**src/rtl/dc_strobe_seq.sv**
```systemverilog
// dc_strobe_seq: programmable strobe sequencer for peripheral chip selects.
// A request with an (AW+1)-bit address starts one sequence: SETUP, then
// STROBE (stretchable by wait_in), then RECOVER. Every output comes
// straight from a flop.
//
// Ports:
//   clk_in  - clock; all state changes happen on its rising edge
//   res     - asynchronous reset, active-high
//   req     - request, sampled only while idle
//   A       - address; A[AW] is the range bit and must be 0 for a valid request
//   wait_in - stretches the strobe; sampled only in its last counted cycle
//   Q/Qn    - one-hot strobe and its bitwise complement
//   busy    - high from the accept edge until the sequence ends
//   done    - one-cycle pulse when the sequence completes
//   err     - one-cycle pulse after an out-of-range request
module dc_strobe_seq #(
  parameter int AW         = 3,
  parameter int SETUP_LEN  = 1,
  parameter int STROBE_LEN = 2,
  parameter int GAP_LEN    = 1
) (
  input  logic              clk_in,
  input  logic              res,
  input  logic              req,
  input  logic [AW:0]       A,
  input  logic              wait_in,
  output logic [2**AW-1:0]  Q,
  output logic [2**AW-1:0]  Qn,
  output logic              busy,
  output logic              done,
  output logic              err
);

  localparam int N      = 2**AW;
  localparam int MAXL_A = (SETUP_LEN > STROBE_LEN) ? SETUP_LEN : STROBE_LEN;
  localparam int MAXL   = (MAXL_A > GAP_LEN) ? MAXL_A : GAP_LEN;
  localparam int CW     = $clog2(MAXL) + 1;

  // Each counted state loads (length - 1) and leaves when the counter hits 0.
  localparam logic [CW-1:0] CNT_ZERO  = {CW{1'b0}};
  localparam logic [CW-1:0] CNT_ONE   = CW'(1);
  localparam logic [CW-1:0] SETUP_LD  = (SETUP_LEN > 0) ? CW'(SETUP_LEN - 1) : CNT_ZERO;
  localparam logic [CW-1:0] STROBE_LD = CW'(STROBE_LEN - 1);
  localparam logic [CW-1:0] GAP_LD    = (GAP_LEN > 0) ? CW'(GAP_LEN - 1) : CNT_ZERO;

  typedef enum logic [1:0] {
    IDLE    = 2'd0,
    SETUP   = 2'd1,
    STROBE  = 2'd2,
    RECOVER = 2'd3
  } state_t;

  state_t          state_q, state_d;
  logic [CW-1:0]   cnt_q, cnt_d;
  logic [AW-1:0]   a_q, a_d;
  logic [N-1:0]    q_q, q_d;
  logic [N-1:0]    qn_q, qn_d;
  logic            busy_q, busy_d;
  logic            done_q, done_d;
  logic            err_q, err_d;

  function automatic logic [N-1:0] onehot(input logic [AW-1:0] idx);
    logic [N-1:0] v;
    v      = {N{1'b0}};
    v[idx] = 1'b1;
    return v;
  endfunction

  // Next-state and next-output computation; outputs are decoded from the
  // next state so that the flops present them in the cycle they apply to.
  always_comb begin
    state_d = state_q;
    cnt_d   = cnt_q;
    a_d     = a_q;
    q_d     = {N{1'b0}};
    busy_d  = busy_q;
    done_d  = 1'b0;
    err_d   = 1'b0;
    case (state_q)
      IDLE: begin
        busy_d = 1'b0;
        if (req && A[AW]) begin
          err_d = 1'b1;
        end else if (req) begin
          a_d    = A[AW-1:0];
          busy_d = 1'b1;
          if (SETUP_LEN > 0) begin
            state_d = SETUP;
            cnt_d   = SETUP_LD;
          end else begin
            state_d = STROBE;
            cnt_d   = STROBE_LD;
            q_d     = onehot(A[AW-1:0]);
          end
        end else begin
          state_d = IDLE;
        end
      end
      SETUP: begin
        if (cnt_q != CNT_ZERO) begin
          cnt_d = cnt_q - CNT_ONE;
        end else begin
          state_d = STROBE;
          cnt_d   = STROBE_LD;
          q_d     = onehot(a_q);
        end
      end
      STROBE: begin
        if (cnt_q != CNT_ZERO) begin
          cnt_d = cnt_q - CNT_ONE;
          q_d   = onehot(a_q);
        end else if (wait_in) begin
          // Stretch: hold in the last strobe cycle with no upper bound.
          q_d = onehot(a_q);
        end else if (GAP_LEN > 0) begin
          state_d = RECOVER;
          cnt_d   = GAP_LD;
        end else begin
          state_d = IDLE;
          busy_d  = 1'b0;
          done_d  = 1'b1;
        end
      end
      RECOVER: begin
        if (cnt_q != CNT_ZERO) begin
          cnt_d = cnt_q - CNT_ONE;
        end else begin
          state_d = IDLE;
          busy_d  = 1'b0;
          done_d  = 1'b1;
        end
      end
      default: begin
        state_d = IDLE;
        cnt_d   = CNT_ZERO;
        busy_d  = 1'b0;
      end
    endcase
    qn_d = ~q_d;
  end

  // State, counter, captured address and all output registers.
  always_ff @(posedge clk_in or posedge res) begin
    if (res) begin
      state_q <= IDLE;
      cnt_q   <= CNT_ZERO;
      a_q     <= {AW{1'b0}};
      q_q     <= {N{1'b0}};
      qn_q    <= {N{1'b1}};
      busy_q  <= 1'b0;
      done_q  <= 1'b0;
      err_q   <= 1'b0;
    end else begin
      state_q <= state_d;
      cnt_q   <= cnt_d;
      a_q     <= a_d;
      q_q     <= q_d;
      qn_q    <= qn_d;
      busy_q  <= busy_d;
      done_q  <= done_d;
      err_q   <= err_d;
    end
  end

  assign Q    = q_q;
  assign Qn   = qn_q;
  assign busy = busy_q;
  assign done = done_q;
  assign err  = err_q;

endmodule

```
**config.mk**
```make
export PLATFORM = sky130hd
export DESIGN_NAME = dc_strobe_seq
export DESIGN_NICKNAME = d
export VERILOG_FILES = /design/src/rtl/dc_strobe_seq.sv
export SDC_FILE = /design/constraint.sdc
export NUM_CORES = 1
export LEC_CHECK = 0
export ABC_AREA = 1
export CAP_MARGIN = 20
export CELL_PAD_IN_SITES_DETAIL_PLACEMENT = 1
export CELL_PAD_IN_SITES_GLOBAL_PLACEMENT = 1
export CORE_MARGIN = 4
export CORE_UTILIZATION = 32
export DETAILED_ROUTE_END_ITERATION = 16
export HOLD_SLACK_MARGIN = 0.12
export PLACE_DENSITY = 0.73
export SLEW_MARGIN = 15
export SYNTH_ARGS = -nofsm -noshare
export SYNTH_HDL_FRONTEND = slang
export SYNTH_SLANG_ARGS = --single-unit
```
**constraint.sdc**
```tcl
create_clock -name clk_in -period 1.2 [get_ports clk_in]
set_input_delay 0.12 -clock clk_in [delete_from_list [all_inputs] [get_ports clk_in]]
set_output_delay 0.12 -clock clk_in [all_outputs]
set_load 0.02 [all_outputs]
```
==> impl_metrics.tcl, run 1 <==
set metrics [dict create \
    routed.top_layer "met4" \
    peakVddDrop_mv 1.38 \
    wl_met3_um 218 \
    rows 21 \
    antenna_cells 0 \
    crit-reg2reg-launch "state_q[0]" \
    power_density_nw_per_um2 2460 \
    chipHeight_um 67.9 \
    violations "negative setup slack" \
    maxCapViolCount 0 \
    drtIter0Drc 14 \
    vias_per_cell 4.66 \
    grt_pass1_vias 1191 \
    switching_share_pct 44.1 \
    internal_power_mw 2.76 \
    drtAntennaViolNets 0 \
    hpwl_mm 2.29 \
    finalWirelength_mm 3.84 \
    clockPowerShare_pct 12.2 \
    whs_ns 0.118 \
    cts_root_buf "clkbuf_4" \
    layout-drive-gt1-share_pct 57.8 \
    rr_endpoint "state_q[0]" \
    required_ns 1.46 \
    netlist_area_um2 1150 \
    die_w_um 67.9 \
    ys_warn_count 0 \
    finalHoldViolCount 0 \
    path_max_fanout 4 \
    gp_congestion 0.803 \
    start_util_pct 33.9 \
    ys_ff_latch 26 \
    synth_top_area_share_pct 39.3 \
    setup_viol 24 \
    p_leak_nw 0.942 \
    seq_area_frac_synth_pct 57.6 \
    fin_ws_ns -0.150 \
    cts.sinks 26 \
    fin_cells 226 \
    drc 0 \
    dr_wl_met2_mm 2.21 \
    place_inst 212 \
    critPathCaptureType "register" \
    rsz0062_at_grt "true" \
    netlist_top_cells_area "dfrtp_1, dfstp_2, inv_1" \
    core_area_um2 3390 \
    vias 1053 \
    cts-buffers-inserted 3 \
    clock_skew_ns 0.0123 \
    crit_type "reg -> reg" \
    antenna_found_initial 0 \
    h-tree-depth 1 \
    cts_tree "built" \
    yosysTopAreaCell "dfrtp_1" \
    wl_met1_mm 1.23 \
    pwr-share-seq_pct 26.1 \
    ctsHoldBuffers 0 \
    fin_area_um2 2000 \
    fin_nets 197 \
    wl_per_cell_um 17.0 \
    fmax_mhz 741 \
    slew_headroom_pct 83.0 \
    synth_cells 127 \
    clockBufferDepth 2 \
    synth_nets 143 \
    reg2regPathDepth 6 \
    synth.avg_cell_area_um2 9.03 \
    p_switching_mw 2.17 \
    gr-total-overflow 0 \
    grtUsageTotal_pct 16.9 \
    start_kind "register" \
    hp-class "in -> async" \
    finalCritPeriodShare_pct 113 \
    die_area_um2 4610 \
    clk_pin_slew_worst_paths_ns 0.15 \
    grt_max_degree 27 \
    ios 27 \
    clock_latency_ns 0.32 \
    syn2layout_area_growth_pct 74.5 \
    grt_pass1_wl_mm 5.62 \
    slew_violations 0 \
    dr.pass1.iters 4 \
    cp-startpoint "state_q[0]" \
    min_period_ns 1.35 \
    crit_arrival_ns 1.61 \
    rrSetupSlack_ns -0.15 \
    synth_cell_types 14 \
    io_buffer_count 26 \
    worst_slew_pin_slew_ns 0.254 \
    placed_area_um2 1580 \
    combPwrFrac_pct 61.7 \
    status "complete, but fails checks" \
]
[per-stage QoR]
stage / power [mW] / TNS (ns) / setup slack [ns] / util (%)
after CTS: 4.37 / -1.06 / -0.0872 / 55.6
final: 4.93 / -2.22 / -0.150 / 59.1
after detailed placement: 2.94 / -3.41 / -0.229 / 46.5
after global placement: 2.82 / -1.87 / -0.129 / 46.5
after floorplan: 2.18 / 0 / 0.00913 / -
after global routing: 5.25 / -3.48 / -0.217 / 59.1
[layout make-up]
cell class	instances	area, µm²
fill	375	1390
multi-input combinational	71	672
sequential	26	663
timing repair buffer	49	432
inverter	30	125
tap	46	57.6
clock inverter	1	30.0
clock buffer	3	22.5
[worst max-delay path, stage by stage, from the launching register on]
cell     delay, ns
dfrtp_2       0.48
buf_6         0.14
ha_4          0.18
o21ai_4       0.20
buf_6         0.12
nand4_1       0.09
nand2_1       0.08
[cells by family after synthesis]
group / share of synthesized area [%]
simple gates: 19.5
buf+inv: 9.81
flops: 57.6
compound gates: 4.36
fa+ha+maj: 8.72
[worst max path at each step]
| stage | endpoint | slack, ns | cells after the start |
|---|---|---|---|
| 6_report | state_q[0] | -0.15 | 6 |
| 5_1_grt | state_q[1] | -0.22 | 6 |
| 4_1_cts | Qn[2] | -0.09 | 7 |
| 3_5_place_dp | Qn[2] | -0.23 | 7 |
| 3_3_place_gp | cnt_q[0] | -0.13 | 7 |
| 2_1_floorplan | state_q[0] | 0.009 | 7 |
[layer usage]
layer / up-vias / GRT usage, %
li1: 486 / -
met1: 515 / 16.3
met2: 38 / 35.1
met3: 14 / 3.28
met4: 0 / 4.71
met5: - / 0
[Yosys cell counts (all sizes together)]
| cell | number |
|---|---|
| a21oi | 2 |
| ha | 8 |
| dfstp | 8 |
| nand3 | 7 |
| dfrtp | 18 |
| nor2 | 15 |
| inv | 30 |
| o22ai | 1 |
| o21ai | 6 |
| nand2 | 30 |
| nand4 | 2 |
[cells in the final DEF, fill, tap and decap left out]
cell type / instances
buf_4: 13
nand3_1: 1
o22ai_1: 1
nand2_4: 3
clkbuf_2: 1
clkdlybuf4s15_1: 3
inv_1: 15
o21ai_2: 2
ha_4: 6
o21ai_4: 2
nand2_2: 8
inv_2: 10
buf_12: 1
nand3_2: 5
dlygate4sd2_1: 7
nand2_8: 2
clkbuf_4: 3
nor2_4: 11
nand4_1: 2
bufinv_16: 1
o21ai_1: 2
buf_6: 10
dfrtp_1: 16
dfrtp_2: 2
ha_2: 2
dfstp_2: 8
nand3_4: 1
a21oi_2: 1
clkdlybuf4s50_1: 7
a21oi_1: 1
nand2_1: 17
buf_2: 7
inv_4: 5
nor2_1: 4
[power groups by stage]
stage	combinational, mW	sequential [mW]	clock (mW)
floorplan	0.840	1.34	0
global placement	1.60	1.22	0
detailed placement	1.69	1.24	0
CTS	2.51	1.26	0.605
global route	3.28	1.31	0.657
finish	3.04	1.28	0.603
[registers in the layout, indices dropped and copies added (netlist names)]
signal / flops
state_q: 2
a_q: 3
done: 1
err: 1
busy: 1
Q: 8
cnt_q: 2
Qn: 8
[repair_timing]
item	in CTS	in global routing
endpoints found under the setup margin	44	29
pin swaps	25	16
buffers inserted	8	2
gates resized for setup	111	37
Note: power is estimated with default switching activity, not from simulation.
==> run 2: changes to the inputs <==
--- a/config.mk
+++ b/config.mk
@@ -10,10 +10,10 @@
 export CELL_PAD_IN_SITES_DETAIL_PLACEMENT = 1
 export CELL_PAD_IN_SITES_GLOBAL_PLACEMENT = 1
 export CORE_MARGIN = 4
-export CORE_UTILIZATION = 32
+export CORE_UTILIZATION = 26
 export DETAILED_ROUTE_END_ITERATION = 16
 export HOLD_SLACK_MARGIN = 0.12
-export PLACE_DENSITY = 0.73
+export PLACE_DENSITY = 0.61
 export SLEW_MARGIN = 15
 export SYNTH_ARGS = -nofsm -noshare
 export SYNTH_HDL_FRONTEND = slang
==> run 2 against run 1 <==
Net effect: the run still ends with negative setup slack left; design area down 3.4%; largest power group unchanged; largest cell class is now registers; sequential power about the same; die area up 20%; routed wire length down 19%; core utilization down 12 points.
==> impl_metrics.tcl, run 2 (synthesized netlist as in run 1, its figures left out) <==
set metrics [dict create \
    gr-total-overflow 0 \
    path_max_fanout 5 \
    crit_arrival_ns 1.52 \
    p_leak_nw 0.960 \
    finalWirelength_mm 3.11 \
    crit-reg2reg-launch "state_q[0]" \
    setup_viol 20 \
    drtAntennaViolNets 0 \
    fin_cells 223 \
    clockPowerShare_pct 16.5 \
    grtUsageTotal_pct 12.7 \
    cts_tree "built" \
    finalCritPeriodShare_pct 109 \
    slew_headroom_pct 80.1 \
    cts_root_buf "clkbuf_8" \
    cts.sinks 26 \
    violations "negative setup slack" \
    required_ns 1.42 \
    clockBufferDepth 2 \
    drc 0 \
    die_area_um2 5540 \
    vias_per_cell 4.31 \
    setup_tns_ns -1.35 \
    core_area_um2 4140 \
    dr.pass1.iters 2 \
    power_density_nw_per_um2 2290 \
    vias 962 \
    die_w_um 74.4 \
    peakVddDrop_mv 1.21 \
    antenna_cells 0 \
    slew_violations 0 \
    syn2layout_area_growth_pct 68.5 \
    finalHoldViolCount 0 \
    hp-class "in -> async" \
    rsz0062_at_grt "true" \
    drtIter0Drc 14 \
    clock_latency_ns 0.28 \
    clock_skew_ns 0.00498 \
    grt_pass1_vias 1111 \
    chipHeight_um 74.4 \
    worst_slew_pin_slew_ns 0.297 \
    maxCapViolCount 0 \
    critPathCaptureType "register" \
    place_inst 217 \
    wl_per_cell_um 14.0 \
    crit_type "reg -> reg" \
    grt_max_degree 27 \
    status "complete, but fails checks" \
    gp_congestion 0.803 \
    cts-buffers-inserted 3 \
    grt_pass1_wl_mm 5.20 \
    hpwl_mm 2.20 \
    fin_nets 190 \
    place_ws_ns -0.225 \
    start_util_pct 27.7 \
    fin_ws_ns -0.104 \
    antenna_found_initial 0 \
    min_period_ns 1.30 \
    switching_share_pct 41.3 \
    start_kind "register" \
    ctsHoldBuffers 0 \
    cp-startpoint "state_q[0]" \
    clk_pin_slew_worst_paths_ns 0.09 \
    combPwrFrac_pct 54.5 \
    pwr-share-seq_pct 29.0 \
    mostFrequentLayoutCells "nand2_1, inv_1, dfrtp_1, buf_4, dlygate4sd2_1" \
    placed_area_um2 1590 \
    final_common_cell "nand2_1" \
    io_buffer_count 26 \
    fin_area_um2 1930 \
    rows 23 \
    fmax_mhz 767 \
    h-tree-depth 1 \
    p_switching_mw 1.83 \
    ios 27 \
    layout-drive-gt1-share_pct 47.4 \
    internal_power_mw 2.60 \
]
==> run 2: changes by cell type in the layout (fill, tap and decap cells not counted), moves of 3 or more <==
cell / before / now
buf_2: 7 / 1
buf_6: 10 / 3
clkbuf_4: 3 / 0
clkbuf_8: 0 / 3
clkdlybuf4s15_1: 3 / 0
clkdlybuf4s15_2: 0 / 7
dlygate4sd2_1: 7 / 11
inv_1: 15 / 21
inv_2: 10 / 6
nand2_1: 17 / 24
nand2_2: 8 / 2
==> run 2: layout make-up <==
cell class / count / area, µm²
clock buffer: 3 / 41.3
tap: 50 / 62.6
sequential: 26 / 663
inverter: 30 / 120
timing repair buffer: 42 / 394
clock inverter: 1 / 30.0
multi-input combinational: 71 / 622
fill: 463 / 2210
==> run 2: routing by layer <==
layer	GRT usage (%)	share of wire [%]	vias to the layer above
met4	3.16	0.93	0
met1	12.5	34	467
met3	3.38	4.9	6
met5	0	0	-
li1	-	-	468
met2	25.7	60	21
==> run 2: power by group through the flow <==
stage / registers, mW / logic [mW] / clock network [mW]
finish: 1.28 / 2.41 / 0.731
global route: 1.31 / 2.66 / 0.785
CTS: 1.29 / 2.30 / 0.759
detailed placement: 1.25 / 1.69 / 0
global placement: 1.23 / 1.64 / 0
floorplan: 1.34 / 0.840 / 0
==> run 2: path summary, 6_finish.rpt <==
path	cells after the start	slack, ns	endpoint
max reg2reg	7	-0.10	Qn[7]
min	3	0.17	Q[0]
min reg2reg	2	0.58	busy
max	7	-0.10	Qn[7]
min in group clk_in	3	0.38	a_q[0]
max in group asynchronous	3	0.80	Qn[2]
==> run 2: repair_timing <==
item | in CTS | in global routing
setup endpoints to repair | 44 | 25
setup buffers | 1 | 1
pin swaps | 17 | 9
gates resized for setup | 93 | 13
==> run 2: stage by stage <==
step / utilization, % / hold slack (ns) / power [mW]
final: 46.6 / 0.167 / 4.43
after floorplan: - / 0.154 / 2.18
after global placement: 38.4 / 0.468 / 2.87
after detailed placement: 38.4 / 0.477 / 2.94
after CTS: 45.6 / 0.166 / 4.35
after global routing: 46.6 / 0.192 / 4.76
==> run 2: critical path, cell delays in order, from the launching register on <==
cell and delay, ns:
dfrtp_2 0.48, inv_4 0.11, ha_4 0.19, o21ai_4 0.08
nand2_4 0.10, nand2_4 0.11, nor2_4 0.12, inv_1 0.05
